[config.mk]
export PLATFORM = sky130hd
export DESIGN_NAME = writeback_queue
export DESIGN_NICKNAME = d
export VERILOG_FILES = /design/src/rtl/wb_pkg.sv /design/src/rtl/wbq_fifo_ctrl.sv /design/src/rtl/writeback_queue.sv
export SDC_FILE = /design/constraint.sdc
export NUM_CORES = 1
export LEC_CHECK = 0
export CAP_MARGIN = 10
export CORE_MARGIN = 3
export CORE_UTILIZATION = 33
export CTS_CLUSTER_DIAMETER = 200
export DETAILED_ROUTE_END_ITERATION = 10
export PLACE_DENSITY = 0.64
export REMOVE_ABC_BUFFERS = 1
export SLEW_MARGIN = 20
export SYNTH_ARGS = -nofsm -noshare
export SYNTH_HDL_FRONTEND = slang
export SYNTH_SLANG_ARGS = --single-unit
[constraint.sdc]
create_clock -name clk -period 5.3 [get_ports clk]
set_clock_uncertainty 0.15 [all_clocks]
set_input_delay 1.06 -clock clk [delete_from_list [all_inputs] [get_ports clk]]
set_output_delay 1.06 -clock clk [all_outputs]
set_load 0.01 [all_outputs]
[src/rtl/wb_pkg.sv]
// Shared types and widths for the writeback queue.
// Every queued long-latency result is held as a wb_entry_t. The live bit
// drops when a newer write to the same register makes the entry stale.
package wb_pkg;

    localparam int XLEN       = 32;
    localparam int REG_ADDR_W = 5;
    localparam int NUM_REGS   = 1 << REG_ADDR_W;

    typedef struct packed {
        logic                  live;
        logic [REG_ADDR_W-1:0] rd;
        logic [XLEN-1:0]       data;
    } wb_entry_t;

endpackage

[src/rtl/wbq_fifo_ctrl.sv]
// Pointer, occupancy and full/empty bookkeeping for the writeback queue.
// DEPTH is a power of two, so the pointers wrap naturally at their width.
// A push is ignored while full and a pop is ignored while empty, so the
// counters stay consistent whatever the caller requests.
module wbq_fifo_ctrl #(
    parameter int DEPTH = 4
) (
    input  logic                       i_clk,
    input  logic                       i_rst,
    input  logic                       i_push,
    input  logic                       i_pop,
    output logic [$clog2(DEPTH)-1:0]   o_wr_ptr,
    output logic [$clog2(DEPTH)-1:0]   o_rd_ptr,
    output logic [$clog2(DEPTH):0]     o_count,
    output logic                       o_full,
    output logic                       o_empty
);

    localparam int PTR_W = $clog2(DEPTH);
    localparam int CNT_W = PTR_W + 1;

    logic [PTR_W-1:0] r_wr_ptr;
    logic [PTR_W-1:0] r_rd_ptr;
    logic [CNT_W-1:0] r_count;
    logic             w_do_push;
    logic             w_do_pop;

    assign o_full    = (r_count == CNT_W'(DEPTH));
    assign o_empty   = (r_count == '0);
    assign w_do_push = i_push && !o_full;
    assign w_do_pop  = i_pop && !o_empty;

    // Advance the pointers and track occupancy; push and pop together leave count unchanged
    always_ff @(posedge i_clk or negedge i_rst) begin
        if (!i_rst) begin
            r_wr_ptr <= '0;
            r_rd_ptr <= '0;
            r_count  <= '0;
        end else begin
            if (w_do_push) begin
                r_wr_ptr <= r_wr_ptr + PTR_W'(1);
            end
            if (w_do_pop) begin
                r_rd_ptr <= r_rd_ptr + PTR_W'(1);
            end
            case ({w_do_push, w_do_pop})
                2'b10:   r_count <= r_count + CNT_W'(1);
                2'b01:   r_count <= r_count - CNT_W'(1);
                default: r_count <= r_count;
            endcase
        end
    end

    assign o_wr_ptr = r_wr_ptr;
    assign o_rd_ptr = r_rd_ptr;
    assign o_count  = r_count;

endmodule

[src/rtl/writeback_queue.sv]
// Writeback queue: merges single-cycle datapath writes and queued
// long-latency results onto one register-file write port.
// The single-cycle datapath always wins the port; a queued head waits.
// Stale entries are killed instead of removed and drain without writing.
// Optional feature: define WBQ_BYPASS_EN to let a result offered to an
// empty, idle queue write the register file in the same cycle.
module writeback_queue
    import wb_pkg::*;
#(
    parameter int DEPTH = 4
) (
    input  logic                    clk,
    input  logic                    rst,
    input  logic                    core_we,
    input  logic [REG_ADDR_W-1:0]   core_rd,
    input  logic [XLEN-1:0]         core_data,
    input  logic                    in_valid,
    output logic                    in_ready,
    input  logic [REG_ADDR_W-1:0]   in_rd,
    input  logic [XLEN-1:0]         in_data,
    output logic                    RegWrite,
    output logic [REG_ADDR_W-1:0]   rd,
    output logic [XLEN-1:0]         write_data,
    output logic [NUM_REGS-1:0]     pending,
    output logic [$clog2(DEPTH):0]  count
);

    localparam int PTR_W = $clog2(DEPTH);

    wb_entry_t          r_entries [DEPTH];
    wb_entry_t          w_head;
    logic [PTR_W-1:0]   w_wr_ptr;
    logic [PTR_W-1:0]   w_rd_ptr;
    logic               w_full;
    logic               w_empty;
    logic               w_accept;
    logic               w_bypass;
    logic               w_push;
    logic               w_pop;
    logic               w_core_kill;
    logic [NUM_REGS-1:0] w_pending;

    wbq_fifo_ctrl #(
        .DEPTH (DEPTH)
    ) u_ctrl (
        .i_clk    (clk),
        .i_rst    (rst),
        .i_push   (w_push),
        .i_pop    (w_pop),
        .o_wr_ptr (w_wr_ptr),
        .o_rd_ptr (w_rd_ptr),
        .o_count  (count),
        .o_full   (w_full),
        .o_empty  (w_empty)
    );

    assign in_ready = !w_full;
    assign w_accept = in_valid && in_ready;

`ifdef WBQ_BYPASS_EN
    assign w_bypass = w_empty && !core_we && in_valid && (in_rd != '0);
`else
    assign w_bypass = 1'b0;
`endif

    assign w_push      = w_accept && (in_rd != '0) && !w_bypass;
    assign w_head      = r_entries[w_rd_ptr];
    assign w_pop       = !w_empty && (!w_head.live || !core_we);
    assign w_core_kill = core_we && (core_rd != '0);

    // Register-file port mux: datapath first, then bypass, then a live queue head
    always_comb begin
        RegWrite   = 1'b0;
        rd         = '0;
        write_data = '0;
        if (core_we) begin
            rd         = core_rd;
            write_data = core_data;
            RegWrite   = (core_rd != '0);
        end else if (w_bypass) begin
            rd         = in_rd;
            write_data = in_data;
            RegWrite   = 1'b1;
        end else if (!w_empty && w_head.live) begin
            rd         = w_head.rd;
            write_data = w_head.data;
            RegWrite   = (w_head.rd != '0);
        end
    end

    // Entry storage: kill stale entries, retire the popped slot, write the new entry
    always_ff @(posedge clk or negedge rst) begin
        if (!rst) begin
            for (int i = 0; i < DEPTH; i++) begin
                r_entries[i] <= '0;
            end
        end else begin
            for (int i = 0; i < DEPTH; i++) begin
                if (r_entries[i].live &&
                    ((w_core_kill && (r_entries[i].rd == core_rd)) ||
                     (w_push && (r_entries[i].rd == in_rd)))) begin
                    r_entries[i].live <= 1'b0;
                end
            end
            if (w_pop) begin
                r_entries[w_rd_ptr].live <= 1'b0;
            end
            if (w_push) begin
                r_entries[w_wr_ptr] <= '{live: 1'b1, rd: in_rd, data: in_data};
            end
        end
    end

    // Pending bitmap built only from registered live entries; x0 is never pending
    always_comb begin
        w_pending = '0;
        for (int i = 0; i < DEPTH; i++) begin
            if (r_entries[i].live) begin
                w_pending[r_entries[i].rd] = 1'b1;
            end
        end
        w_pending[0] = 1'b0;
    end

    assign pending = w_pending;

endmodule

==> results of run 1 <==
per-layer routing:
layer / vias to the layer above / part of all wire [%] / GRT usage [%]
met2: 274 / 48 / 25.3
met5: - / 0.053 / 0
li1: 2806 / - / -
met3: 44 / 7.0 / 3.98
met4: 2 / 1.7 / 4.82
met1: 3226 / 43 / 21.0
through the flow:
stage / power [mW] / area, um^2 / util, %
3_3_place_gp: 5.95 / 11100 / 39.5
5_1_grt: 7.70 / 11700 / 41.7
6_report: 7.28 / 11700 / 41.7
3_5_place_dp: 6.02 / 11100 / 39.5
4_1_cts: 7.33 / 11700 / 41.7
2_1_floorplan: 4.82 / 9030 / -
state kept, by name, indices dropped and copies added (netlist names):
| name | count |
|---|---|
| r_entries | 152 |
| u_ctrl.o_count | 3 |
| u_ctrl.o_rd_ptr | 2 |
| u_ctrl.o_wr_ptr | 2 |
cells by family after synthesis:
group           Yosys count  synth area share, %
buf+inv                  75                 5.35
compound gates          114                 9.94
xor+xnor                 45                 4.14
other cells               1               0.0394
fa+ha+maj                10                 1.39
simple gates             86                 6.06
flops                   159                 41.8
mux                     186                 31.2
Yosys cell counts (2+ instances only):
master,instances,area share (%)
o221ai_1,15,1.4
or4_1,3,0.24
o21ai_0,4,0.21
or3b_2,6,0.55
nand3_1,4,0.21
buf_2,8,0.42
nand4_1,4,0.26
a32oi_1,4,0.37
o22ai_1,16,1.1
xor2_1,34,3.1
and3b_1,6,0.55
a22oi_1,15,1.2
dfrtp_1,159,42
buf_1,3,0.12
buf_6,2,0.24
mux2_4,120,19
mux4_2,38,9.0
xnor2_1,11,1.0
nand2_8,4,0.84
nor3_1,11,0.58
a22o_1,37,3.4
and3_1,4,0.26
buf_4,2,0.16
or3_1,2,0.13
nor3b_1,9,0.71
a32o_1,4,0.42
nand3b_1,10,0.79
nand2_1,10,0.39
a221o_1,16,1.7
clkbuf_1,40,1.6
buf_12,12,2.5
inv_1,8,0.32
mux2_2,28,3.3
nor2_1,12,0.47
ha_1,9,1.2
area by class of cell:
type / count / area share (%)
well taps: 378 / 4.04
multi-input cells: 442 / 43.0
clock inverters: 13 / 1.49
inverters: 8 / 0.256
flip-flops and latches: 159 / 34.0
repair buffers: 159 / 13.5
clock buffers: 19 / 3.78
critical path, stage by stage:
cell and delay (ns):
clkdlybuf4s50_1 0.55, or4_1 0.57, o21a_1 0.24, nand2b_1 0.17, clkdlybuf4s50_1 0.48
worst paths after layout:
kind | to | cells past startpoint | slack, ns
hold reg to reg | r_entries[42]$_DFFE_PN0P_ | 1 | 0.36
setup reg to reg | u_ctrl.o_count[2]$_DFFE_PN0P_ | 8 | 2.43
setup / recovery | RegWrite | 5 | 1.02
max in group asynchronous | r_entries[84]$_DFFE_PN0P_ | 2 | 3.42
hold / removal | r_entries[42]$_DFFE_PN0P_ | 1 | 0.36
min in group asynchronous | r_entries[61]$_DFFE_PN0P_ | 1 | 0.56
report_power, final:
group | leakage (nW) | internal, mW | total (mW) | switching (mW)
sequential | 1.89 | 1.84 | 2.46 | 0.618
clock | 0.301 | 0.728 | 1.27 | 0.543
combinational | 2.84 | 2.11 | 3.55 | 1.44
total | 5.03 | 4.68 | 7.28 | 2.60
==> impl_metrics.toml, run 1 <==
[run]
max_cap_viol_count = 0

[setup_path]
critPathLaunch = "core_rd[1]"
r2r_start = "u_ctrl.o_rd_ptr[0]$_DFFE_PN0P_"
required_ns = 4.09
arrival_ns = 3.07
cp-end-kind = "primary output"
crit_type = "in -> out"
crit_fanout = 6
start_kind = "input pin"

[global_route]
grt_start_max_net_pins = 102
globalRouteOverflowTotal = 0
grt_pass1_wl_mm = 38.3
first_global_vias = 6642
antenna_found_initial = 1
gr-usage-all-layers_pct = 15.7

[placed_design]
port_buffers = 150
place_ws_ns = 1.02
place_congestion = 0.836
placed_cells = 1146
dpl.hpwl_mm = 15.5

[floorplanning]
rows = 61
dieWidth_um = 176
core_um2 = 28100
initial_core_util_pct = 33.9
dieArea_um2 = 30900
die_h_um = 176
boundaryPins = 152

[timing]
setup_viol_count_final = 0
hold_ws_ns = 0.356
slew_violations = 0
tightest_slew_ns = 1.19
fin_ws_ns = 1.02
fmax_mhz = 233
fin_crit_sh_pct = 80.8
hold_violations = 0
grt_setup_unrepaired = "false"
fin_crit_ns = 4.28
slew_headroom_pct = 20.2
setup_tns_ns = 0

[power]
ir_worst_vdd_mv = 0.253
p_leak_nw = 5.03
pwr_density_cell_nw_per_um2 = 622

[cts]
cts_buffer_depth = 2
cts_hold_buffers = 0
cts_tree = "built"
cts.sinks = 159
clk_pin_slew_ns = 0.07
clk_latency_ns = 0.41
cts_resized = 0
htreeDepth = 4
root_buffer = "clkbuf_16"
cts-buffers-inserted = 17
cts_setup_buffers = 0

[cells_and_area]
antenna_cells = 0
final_common_cell = "dfrtp_1"
layout.nets = 875
layout.area.seq_um2 = 3980
drive_gt1_share_pct = 30.1
fin_cells = 1178
multi_input_area_um2 = 5030
nFillCells = 2613
syn_to_final_growth_pct = 23.1
final_cell_mix = "dfrtp_1 (157), clkdlybuf4s50_1 (148), mux2_4 (120), mux4_2 (38), a22o_1 (37)"

[detailed_routing]
vias_per_cell = 5.39
dr.pass1.iters = 6
routed_wl_mm = 24.5
routedWlPerCell_um = 20.8
vias = 6352
drt_iter0_markers = 564
drc = 0
drtAntennaViolNets = 0

[synthesis]
synthArstFlopShare_pct = 100
synth-seq-cells = 159
synth-main-ff-cell = "dfrtp_1"
synth-seq-area-share_pct = 41.8
synth_enable_flop_cells = 0
syn-cell-area_um2 = 9510
synthCells = 676
syn_area_per_cell_um2 = 14.1
yosys_warnings = 0
ys_types = 41

[run_status]
outcome = "finished clean"

[worst_hold_path]
hp-start = "r_entries[42]$_DFFE_PN0P_"
hp-class = "reg -> reg"
Note: power is estimated with default switching activity, not from simulation.
==> inputs of run 2 (changes only) <==
==> constraint.sdc (replaced) <==
create_clock -name clk -period 4.4 [get_ports clk]
set_clock_uncertainty 0.15 [all_clocks]
set_input_delay 0.88 -clock clk [delete_from_list [all_inputs] [get_ports clk]]
set_output_delay 0.88 -clock clk [all_outputs]
set_load 0.01 [all_outputs]
==> impl_metrics.toml, run 2 (synthesis gave the netlist of run 1 again) <==
[run_status]
outcome = "finished clean"

[placed_design]
placedInstanceArea_um2 = 11200
dpl.hpwl_mm = 15.7
port_buffers = 150
place_congestion = 0.841

[cts]
root_buffer = "clkbuf_16"
cts.sinks = 159
htreeDepth = 4
clk_pin_slew_ns = 0.07
cts_tree = "built"
cts_buffer_depth = 2
cts_resized = 0
cts-buffers-inserted = 17
clk_latency_ns = 0.42
cts_hold_buffers = 0
cts_setup_buffers = 0

[cells_and_area]
nFillCells = 2671
multi_input_area_um2 = 5030
drive_gt1_share_pct = 31.3
top_register = "r_entries"
largest_reg_flops = 152
antenna_cells = 0
final_cell_mix = "dfrtp_1 (157), clkdlybuf4s50_1 (148), mux2_4 (120), mux4_2 (38), a22o_1 (37)"
stdcell_area_um2 = 11800
final_common_cell = "dfrtp_1"
syn_to_final_growth_pct = 24.3
postLayoutCoreUtil_pct = 42.1
layout.nets = 887
layout.area.seq_um2 = 3980

[timing]
setup_tns_ns = 0
fin_crit_sh_pct = 88.6
fmax_mhz = 256
slew_violations = 0
grt_setup_unrepaired = "false"
setup_viol_count_final = 0
slew_headroom_pct = 41.9
fin_crit_ns = 3.90
tightest_slew_ns = 0.871
hold_violations = 0

[floorplanning]
core_um2 = 28100
die_h_um = 176
boundaryPins = 152
initial_core_util_pct = 33.9
dieWidth_um = 176
dieArea_um2 = 30900
rows = 61

[global_route]
grt_pass1_wl_mm = 39.1
globalRouteOverflowTotal = 0
antenna_found_initial = 2
first_global_vias = 6893
grt_start_max_net_pins = 93
gr-usage-all-layers_pct = 16.0

[setup_path]
crit_type = "in -> out"
crit_fanout = 6
start_kind = "input pin"
r2r_start = "u_ctrl.o_rd_ptr[0]$_DFFE_PN0P_"
timing.rr.end = "u_ctrl.o_count[2]$_DFFE_PN0P_"
worst_r2r_path_depth = 8
required_ns = 3.37
critPathLaunch = "core_rd[1]"
r2r_slack_ns = 1.37
arrival_ns = 2.87
cp-end-kind = "primary output"

[detailed_routing]
vias = 6441
dr.pass1.iters = 5
drt_iter0_markers = 637
vias_per_cell = 5.41
drc = 0
routedWlPerCell_um = 20.8
routed_wl_mm = 24.8
drtAntennaViolNets = 0

[power]
p_leak_nw = 5.09
power_mw = 8.90
ir_worst_vdd_mv = 0.346
pwr_density_cell_nw_per_um2 = 752

[worst_hold_path]
hp-class = "in -> async"

[run]
max_cap_viol_count = 0
==> run 2: cell types whose count changed in the layout (fill, tap and decap cells not counted), sizes merged <==
cell	previous run	this run
buf	11	23
bufinv	2	3
clkbuf	19	17
clkinv	6	4
clkinvlp	0	3
==> run 2: worst max-delay path by stage <==
stage	endpoint	depth (start not counted)
after global placement	RegWrite	5
after CTS	RegWrite	5
after global routing	RegWrite	5
after detailed placement	RegWrite	5
final	RegWrite	5
after floorplan	RegWrite	4
==> run 2: final cells by class <==
type | count | area share (%)
sequential | 159 | 33.7
multi-input combinational | 442 | 42.5
inverter | 8 | 0.254
timing repair buffer | 171 | 14.2
clock inverter | 15 | 1.72
clock buffer | 17 | 3.60
tap | 378 | 4.00
==> run 2: power by group <==
group	internal (mW)	total (mW)	switching [mW]
Clock	0.913	1.57	0.655
Combinational	2.59	4.46	1.87
Sequential	2.22	2.87	0.647
Total	5.73	8.90	3.17
==> run 2: worst max-delay path: stages <==
cell             delay [ns]
clkdlybuf4s50_1        0.54
or4_1                  0.56
o21a_1                 0.24
nand2b_1               0.17
clkdlybuf4s50_1        0.47
==> run 2: through the flow <==
step | instances | hold WS [ns] | setup WS, ns
finish | 1190 | 0.355 | 0.500
global route | 1190 | 0.369 | 0.399
CTS | 1190 | 0.359 | 0.486
detailed placement | 1158 | 0.339 | 0.497
global placement | 1158 | 0.334 | 0.508
floorplan | 609 | 0.324 | -1.37
==> run 2: metal layers <==
metal  routed length, um  vias up  part of all wire (%)  GRT usage (%)
li1                    -     2824                     -              -
met1               10800     3281                    44           21.8
met2               11700      288                    47           25.5
met3                1760       44                   7.1           3.96
met4                 416        4                   1.7           4.59
met5                  23        -                 0.093              0
